`src/rtl/bottle_fill_seq.sv`:
```
// Bottling-lane sequencer: steps the conveyor, feeds pills one at a time with BCD counting, and repeats for a batch.
// Define FILL_TIMEOUT_EN to add the handshake timeout, the FAULT state and the fault output.
//
// state  | meaning
// IDLE   | waiting for run with a valid configuration
// LOAD   | conveyor request outstanding
// FILL   | pill feed handshakes and inter-feed gap
// NEXT   | bottle finished, bottle count advances
// HOLD   | step mode, waiting for a run toggle
// FULL   | batch complete, waiting for run low
// FAULT  | handshake timeout, waiting for run low
module bottle_fill_seq #(
    parameter int unsigned FEED_GAP = 1
`ifdef FILL_TIMEOUT_EN
    , parameter int unsigned TIMEOUT = 255
`endif
) (
    input  logic       CLK,
    input  logic       RST_n,
    input  logic       run,
    input  logic       conti,
    input  logic [3:0] pill_max_h,
    input  logic [3:0] pill_max_l,
    input  logic [3:0] bot_max_h,
    input  logic [3:0] bot_max_l,
    output logic       feed_req,
    input  logic       feed_ack,
    output logic       conv_req,
    input  logic       conv_ack,
    output logic [3:0] pill_cnt_h,
    output logic [3:0] pill_cnt_l,
    output logic [3:0] bot_cnt_h,
    output logic [3:0] bot_cnt_l,
    output logic       bottle_done,
    output logic       busy,
    output logic       all_full,
    output logic       cfg_err,
    output logic       fault
);

    localparam int GW = (FEED_GAP > 0) ? $clog2(FEED_GAP + 1) : 1;

    typedef enum logic [2:0] {
        S_IDLE,
        S_LOAD,
        S_FILL,
        S_NEXT,
        S_HOLD,
        S_FULL
`ifdef FILL_TIMEOUT_EN
        , S_FAULT
`endif
    } state_t;

    state_t        state;
    logic [7:0]    pill_cnt;
    logic [7:0]    bot_cnt;
    logic [7:0]    pill_lim;
    logic [7:0]    bot_lim;
    logic [7:0]    pill_nxt;
    logic [7:0]    bot_nxt;
    logic [GW-1:0] gap_cnt;
    logic          run_low;
    logic          cfg_ok;

    // Two-digit BCD increment that saturates at 99.
    function automatic logic [7:0] bcd_inc(input logic [7:0] v);
        if (v == 8'h99)
            return v;
        if (v[3:0] == 4'd9)
            return {v[7:4] + 4'd1, 4'd0};
        return {v[7:4], v[3:0] + 4'd1};
    endfunction

    assign pill_nxt = bcd_inc(pill_cnt);
    assign bot_nxt  = bcd_inc(bot_cnt);
    assign cfg_ok   = (pill_max_h <= 4'd9) && (pill_max_l <= 4'd9) &&
                      (bot_max_h  <= 4'd9) && (bot_max_l  <= 4'd9) &&
                      ({pill_max_h, pill_max_l} != 8'h00) &&
                      ({bot_max_h, bot_max_l} != 8'h00);

    assign {pill_cnt_h, pill_cnt_l} = pill_cnt;
    assign {bot_cnt_h, bot_cnt_l}   = bot_cnt;
    assign busy = !(state inside {S_IDLE, S_HOLD, S_FULL});

`ifdef FILL_TIMEOUT_EN
    localparam int TW = $clog2(TIMEOUT + 1);
    logic [TW-1:0] tmr;
    logic          tmo;

    // Reloads whenever no request is up, so each new request starts a fresh window.
    always_ff @(posedge CLK or negedge RST_n) begin
        if (!RST_n)
            tmr <= TW'(TIMEOUT - 1);
        else if (!(feed_req || conv_req))
            tmr <= TW'(TIMEOUT - 1);
        else if (tmr != '0)
            tmr <= tmr - TW'(1);
    end

    assign tmo = (tmr == '0);
`else
    assign fault = 1'b0;
`endif

    always_ff @(posedge CLK or negedge RST_n) begin
        if (!RST_n) begin
            state       <= S_IDLE;
            pill_cnt    <= '0;
            bot_cnt     <= '0;
            pill_lim    <= '0;
            bot_lim     <= '0;
            gap_cnt     <= '0;
            run_low     <= 1'b0;
            feed_req    <= 1'b0;
            conv_req    <= 1'b0;
            bottle_done <= 1'b0;
            all_full    <= 1'b0;
            cfg_err     <= 1'b0;
`ifdef FILL_TIMEOUT_EN
            fault       <= 1'b0;
`endif
        end else begin
            bottle_done <= 1'b0;
            case (state)
                S_IDLE: begin
                    if (run) begin
                        if (cfg_ok) begin
                            pill_lim <= {pill_max_h, pill_max_l};
                            bot_lim  <= {bot_max_h, bot_max_l};
                            cfg_err  <= 1'b0;
                            if (bot_cnt == bot_lim)
                                bot_cnt <= '0;
                            conv_req <= 1'b1;
                            state    <= S_LOAD;
                        end else begin
                            cfg_err <= 1'b1;
                        end
                    end
                end
                S_LOAD: begin
                    if (conv_req && conv_ack) begin
                        conv_req <= 1'b0;
                        pill_cnt <= '0;
                        gap_cnt  <= '0;
                        state    <= run ? S_FILL : S_IDLE;
                    end
`ifdef FILL_TIMEOUT_EN
                    else if (tmo) begin
                        conv_req <= 1'b0;
                        fault    <= 1'b1;
                        state    <= S_FAULT;
                    end
`endif
                end
                S_FILL: begin
                    if (feed_req) begin
                        if (feed_ack) begin
                            feed_req <= 1'b0;
                            pill_cnt <= pill_nxt;
                            gap_cnt  <= GW'(FEED_GAP);
                        end
`ifdef FILL_TIMEOUT_EN
                        else if (tmo) begin
                            feed_req <= 1'b0;
                            fault    <= 1'b1;
                            state    <= S_FAULT;
                        end
`endif
                    end else if (!run) begin
                        pill_cnt <= '0;
                        state    <= S_IDLE;
                    end else if (pill_cnt == pill_lim) begin
                        bottle_done <= 1'b1;
                        state       <= S_NEXT;
                    end else if (gap_cnt != '0) begin
                        gap_cnt <= gap_cnt - GW'(1);
                    end else begin
                        feed_req <= 1'b1;
                    end
                end
                S_NEXT: begin
                    bot_cnt <= bot_nxt;
                    if (bot_nxt >= bot_lim) begin
                        all_full <= 1'b1;
                        state    <= S_FULL;
                    end else if (conti) begin
                        conv_req <= 1'b1;
                        state    <= S_LOAD;
                    end else begin
                        run_low <= 1'b0;
                        state   <= S_HOLD;
                    end
                end
                S_HOLD: begin
                    if (!run) begin
                        run_low <= 1'b1;
                    end else if (run_low) begin
                        conv_req <= 1'b1;
                        state    <= S_LOAD;
                    end
                end
                S_FULL: begin
                    if (!run) begin
                        all_full <= 1'b0;
                        state    <= S_IDLE;
                    end
                end
`ifdef FILL_TIMEOUT_EN
                S_FAULT: begin
                    if (!run) begin
                        fault    <= 1'b0;
                        pill_cnt <= '0;
                        state    <= S_IDLE;
                    end
                end
`endif
                default: state <= S_IDLE;
            endcase
        end
    end

endmodule

```
`config.mk`:
```
export PLATFORM = sky130hd
export DESIGN_NAME = bottle_fill_seq
export DESIGN_NICKNAME = d
export VERILOG_FILES = /design/src/rtl/bottle_fill_seq.sv
export SDC_FILE = /design/constraint.sdc
export NUM_CORES = 1
export LEC_CHECK = 0
export CAP_MARGIN = 10
export CORE_MARGIN = 2
export CORE_UTILIZATION = 53
export CTS_CLUSTER_SIZE = 30
export DETAILED_ROUTE_END_ITERATION = 10
export GPL_TIMING_DRIVEN = 0
export HOLD_SLACK_MARGIN = 0.08
export PLACE_DENSITY = 0.8
export RECOVER_POWER = 25
export SYNTH_ARGS = -nofsm -noshare
export SYNTH_HDL_FRONTEND = slang
export SYNTH_SLANG_ARGS = --single-unit
```
`constraint.sdc`:
```
create_clock -name CLK -period 3.07 [get_ports CLK]
set_input_delay 0.7675 -clock CLK [delete_from_list [all_inputs] [get_ports CLK]]
set_output_delay 0.7675 -clock CLK [all_outputs]
set_load 0.01 [all_outputs]
```
==> results.toml <==
[outcome]
status = "completed"

[logic_synthesis]
yosysTopAreaCellShare = 0.392
syn_inst = 273
seq_area_frac_synth = 0.392
synth_cell_types = 54
yosys.area.top_type = "dfrtp_1"
ys_seq_elements = 42
synth_commonest_cells = "42 x dfrtp_1, 22 x o21ai_0, 20 x nand2_1, 18 x inv_1, 16 x ha_1"
async_flop_share = 1.00
synth_top_family_by_area = "simple AND/OR/NAND/NOR gates"
syn_area_per_cell_sq_um = 9.82
synth_area_leaders = "dfrtp_1 39%, ha_1 7.5%, mux2_4 5.0%"
syn-num-nets = 311
synth_top_flop_cell = "dfrtp_1"
yosysWarnings = 0
synth.area.mux_share = 0.0836
synthesis.area_sq_mm = 0.00268
synth-simple-area-share = 0.173
synth_xor_xnor_area_share = 0.0621
synth_most_common_cell = "dfrtp_1"
synth_fa_ha_area_frac = 0.0747
synth_compound_area_frac = 0.163
synth_edf_count = 0

[global_route]
track_usage = 0.226
grt_start_max_net_pins = 25
grt_pass1_vias = 2044
antenna_found_initial = 0
globalRouteOverflowTotal = 0
grt_pass1_wl_mm = 9.67

[floorplanning]
die_area_sq_mm = 0.00564
core_sq_mm = 0.00479
core.rowCount = 25
die_w_um = 75.1
io_pins = 45
die_h_um = 75.1
initial_core_util = 0.560

[sta]
fin_ws_ns = 0.149
final-setup-viol-count = 0
slew-limit-headroom = 0.174
rsz0062_at_grt = "false"
hold_viol = 0
fin_crit_ns = 2.92
finClkSkew_ns = 0.00877
post-route-period-util = 0.951
drv_slew = 0
tightest_slew_ns = 1.24
max_freq_mhz = 342

[clock_tree]
clk_latency_ns = 0.30
hold_buffers = 0
numClockSinks = 42
post-cts-setup-buffer-count = 0
cts_made_buffers = 5
tritoncts = "built"
h-tree-depth = 2
clockBufferDepth = 2
cts.reportedPaths.clkPinSlew_ns = 0.09
cts_root_buffer = "clkbuf_8"

[critical_path]
endpoint_kind = "flip-flop"
start_kind = "flip-flop"
critPathRequiredTime_ns = 3.26
reg2regPathDepth = 10
crit_arrival_ns = 3.11
worst-setup-path-type = "flip-flop to flip-flop"
worst-path-max-fanout = 8

[placed_design]
io_buffers = 43
dp_hpwl_mm = 4.54
post-place-ws_ns = -0.0743
gp_congestion = 0.901

[final_layout]
area_growth_syn_to_layout_pct = 22.9
regArea_sq_mm = 0.00105
antenna_cells = 0
multi_input_area_sq_mm = 0.00150
fin_nets = 362
final_layout_size_suffix_gt1_frac = 0.120
n_fill_cell = 358
fin_util = 0.688

[routing]
dr.pass1.iters = 4
via_count = 2230
wl_mm = 5.96
wl_per_cell_um = 15.2
ant_nets = 0
drt_iter0_markers = 158
viasPerCell = 5.69
drc = 0

[power_and_ir_drop]
vdd_drop_max_v = 0.000398
p_per_area_mw_per_mm2 = 756
p_leak_uw = 0.00143

[worst_hold_path]
hp-class = "flip-flop to flip-flop"
worst_hold_path.num_cells = 2

[run]
cap_violations = 0
==> registers in the layout, indices dropped and copies added, names as in the netlist <==
signal       flops
all_full         1
bot_cnt          8
bot_lim          8
bottle_done      1
cfg_err          1
conv_req         1
feed_req         1
gap_cnt          1
pill_cnt         8
pill_lim         8
run_low          1
state            3
==> report_power, final <==
part           internal [uW]  switching, uW  leakage [uW]
clock                    181            202     0.0000472
combinational            608            533      0.000850
sequential               742            225      0.000532
total                   1530            961       0.00143
==> logic make-up after synthesis <==
kind of cell	count (synthesis)
AND/OR/NAND/NOR	83
buffers and inverters	28
flip-flops	42
XOR/XNOR	19
multiplexers	17
other	1
adder cells (fa/ha/maj)	16
AO/OA/AOI/OAI	67
==> cell usage in the layout (no fill, tap or decap), drive strengths merged, types with 4 or more instances in the layout <==
cell type	netlist	final
dfrtp	42	42
clkdlybuf4s50	0	42
o21ai	22	22
nand2	20	20
inv	18	18
ha	16	16
mux2	16	16
a21oi	14	14
clkbuf	5	13
nor2	11	11
xnor2	10	10
xor2	9	9
nand3	7	7
nor3	7	7
a22o	7	7
nand4	5	5
nor2b	5	5
nor4	5	5
or4	5	5
nand2b	4	4
buf	4	4
==> repair_timing <==
| action | 4_1_cts | 5_1_grt |
|---|---|---|
| endpoints found under the hold margin | 0 | 0 |
| gates resized for setup | 1 | 1 |
| endpoints found under the setup margin | 1 | 1 |
| gates cloned | 0 | 0 |
==> layout make-up <==
class | instances | share of cell area
Multi-Input combinational cell | 203 | 0.456
Sequential cell | 42 | 0.319
Timing Repair Buffer | 44 | 0.130
Tap cell | 67 | 0.0255
Clock buffer | 6 | 0.0251
Inverter | 19 | 0.0217
Buffer | 9 | 0.0190
Clock inverter | 2 | 0.00380
==> routing by layer <==
layer | wire length [um] | global-route usage | up-vias
met5 | 0 | 0 | -
met4 | 84 | 0.0754 | 0
met3 | 207 | 0.0442 | 8
met2 | 2850 | 0.366 | 50
met1 | 2820 | 0.305 | 1079
li1 | - | - | 1093
==> per-stage QoR <==
step / hold WS, ns / area, sq um / TNS [ns] / total power, uW / instances
2_1_floorplan: 0.472 / 2680 / 0 / 1710 / 273
3_3_place_gp: 0.490 / 3190 / -0.00784 / 2060 / 383
3_5_place_dp: 0.493 / 3220 / -0.0743 / 2090 / 384
4_1_cts: 0.423 / 3320 / 0 / 2500 / 392
5_1_grt: 0.541 / 3290 / 0 / 2670 / 392
6_report: 0.515 / 3290 / 0 / 2490 / 392
==> path summary, 6_finish.rpt <==
| kind | from | to | slack (ns) |
|---|---|---|---|
| worst max-delay path | bot_cnt[0] | conv_req | 0.15 |
| worst min-delay path | all_full | all_full | 0.51 |
| worst max register to register | bot_cnt[0] | conv_req | 0.15 |
| worst min register to register | all_full | all_full | 0.51 |
| max in group asynchronous | RST_n | bot_lim[4] | 0.79 |
| min in group asynchronous | RST_n | gap_cnt | 0.61 |
==> worst max-delay path: stages, from the launching register on <==
cell	delay, ns
dfrtp_1	0.51
ha_1	0.24
and3b_1	0.16
clkbuf_1	0.26
and2_1	0.28
xor2_1	0.10
ha_1	0.28
o21ai_0	0.10
a221oi_2	0.44
nor3b_1	0.13
o311a_1	0.31
Power figures use the tool's default switching activity.
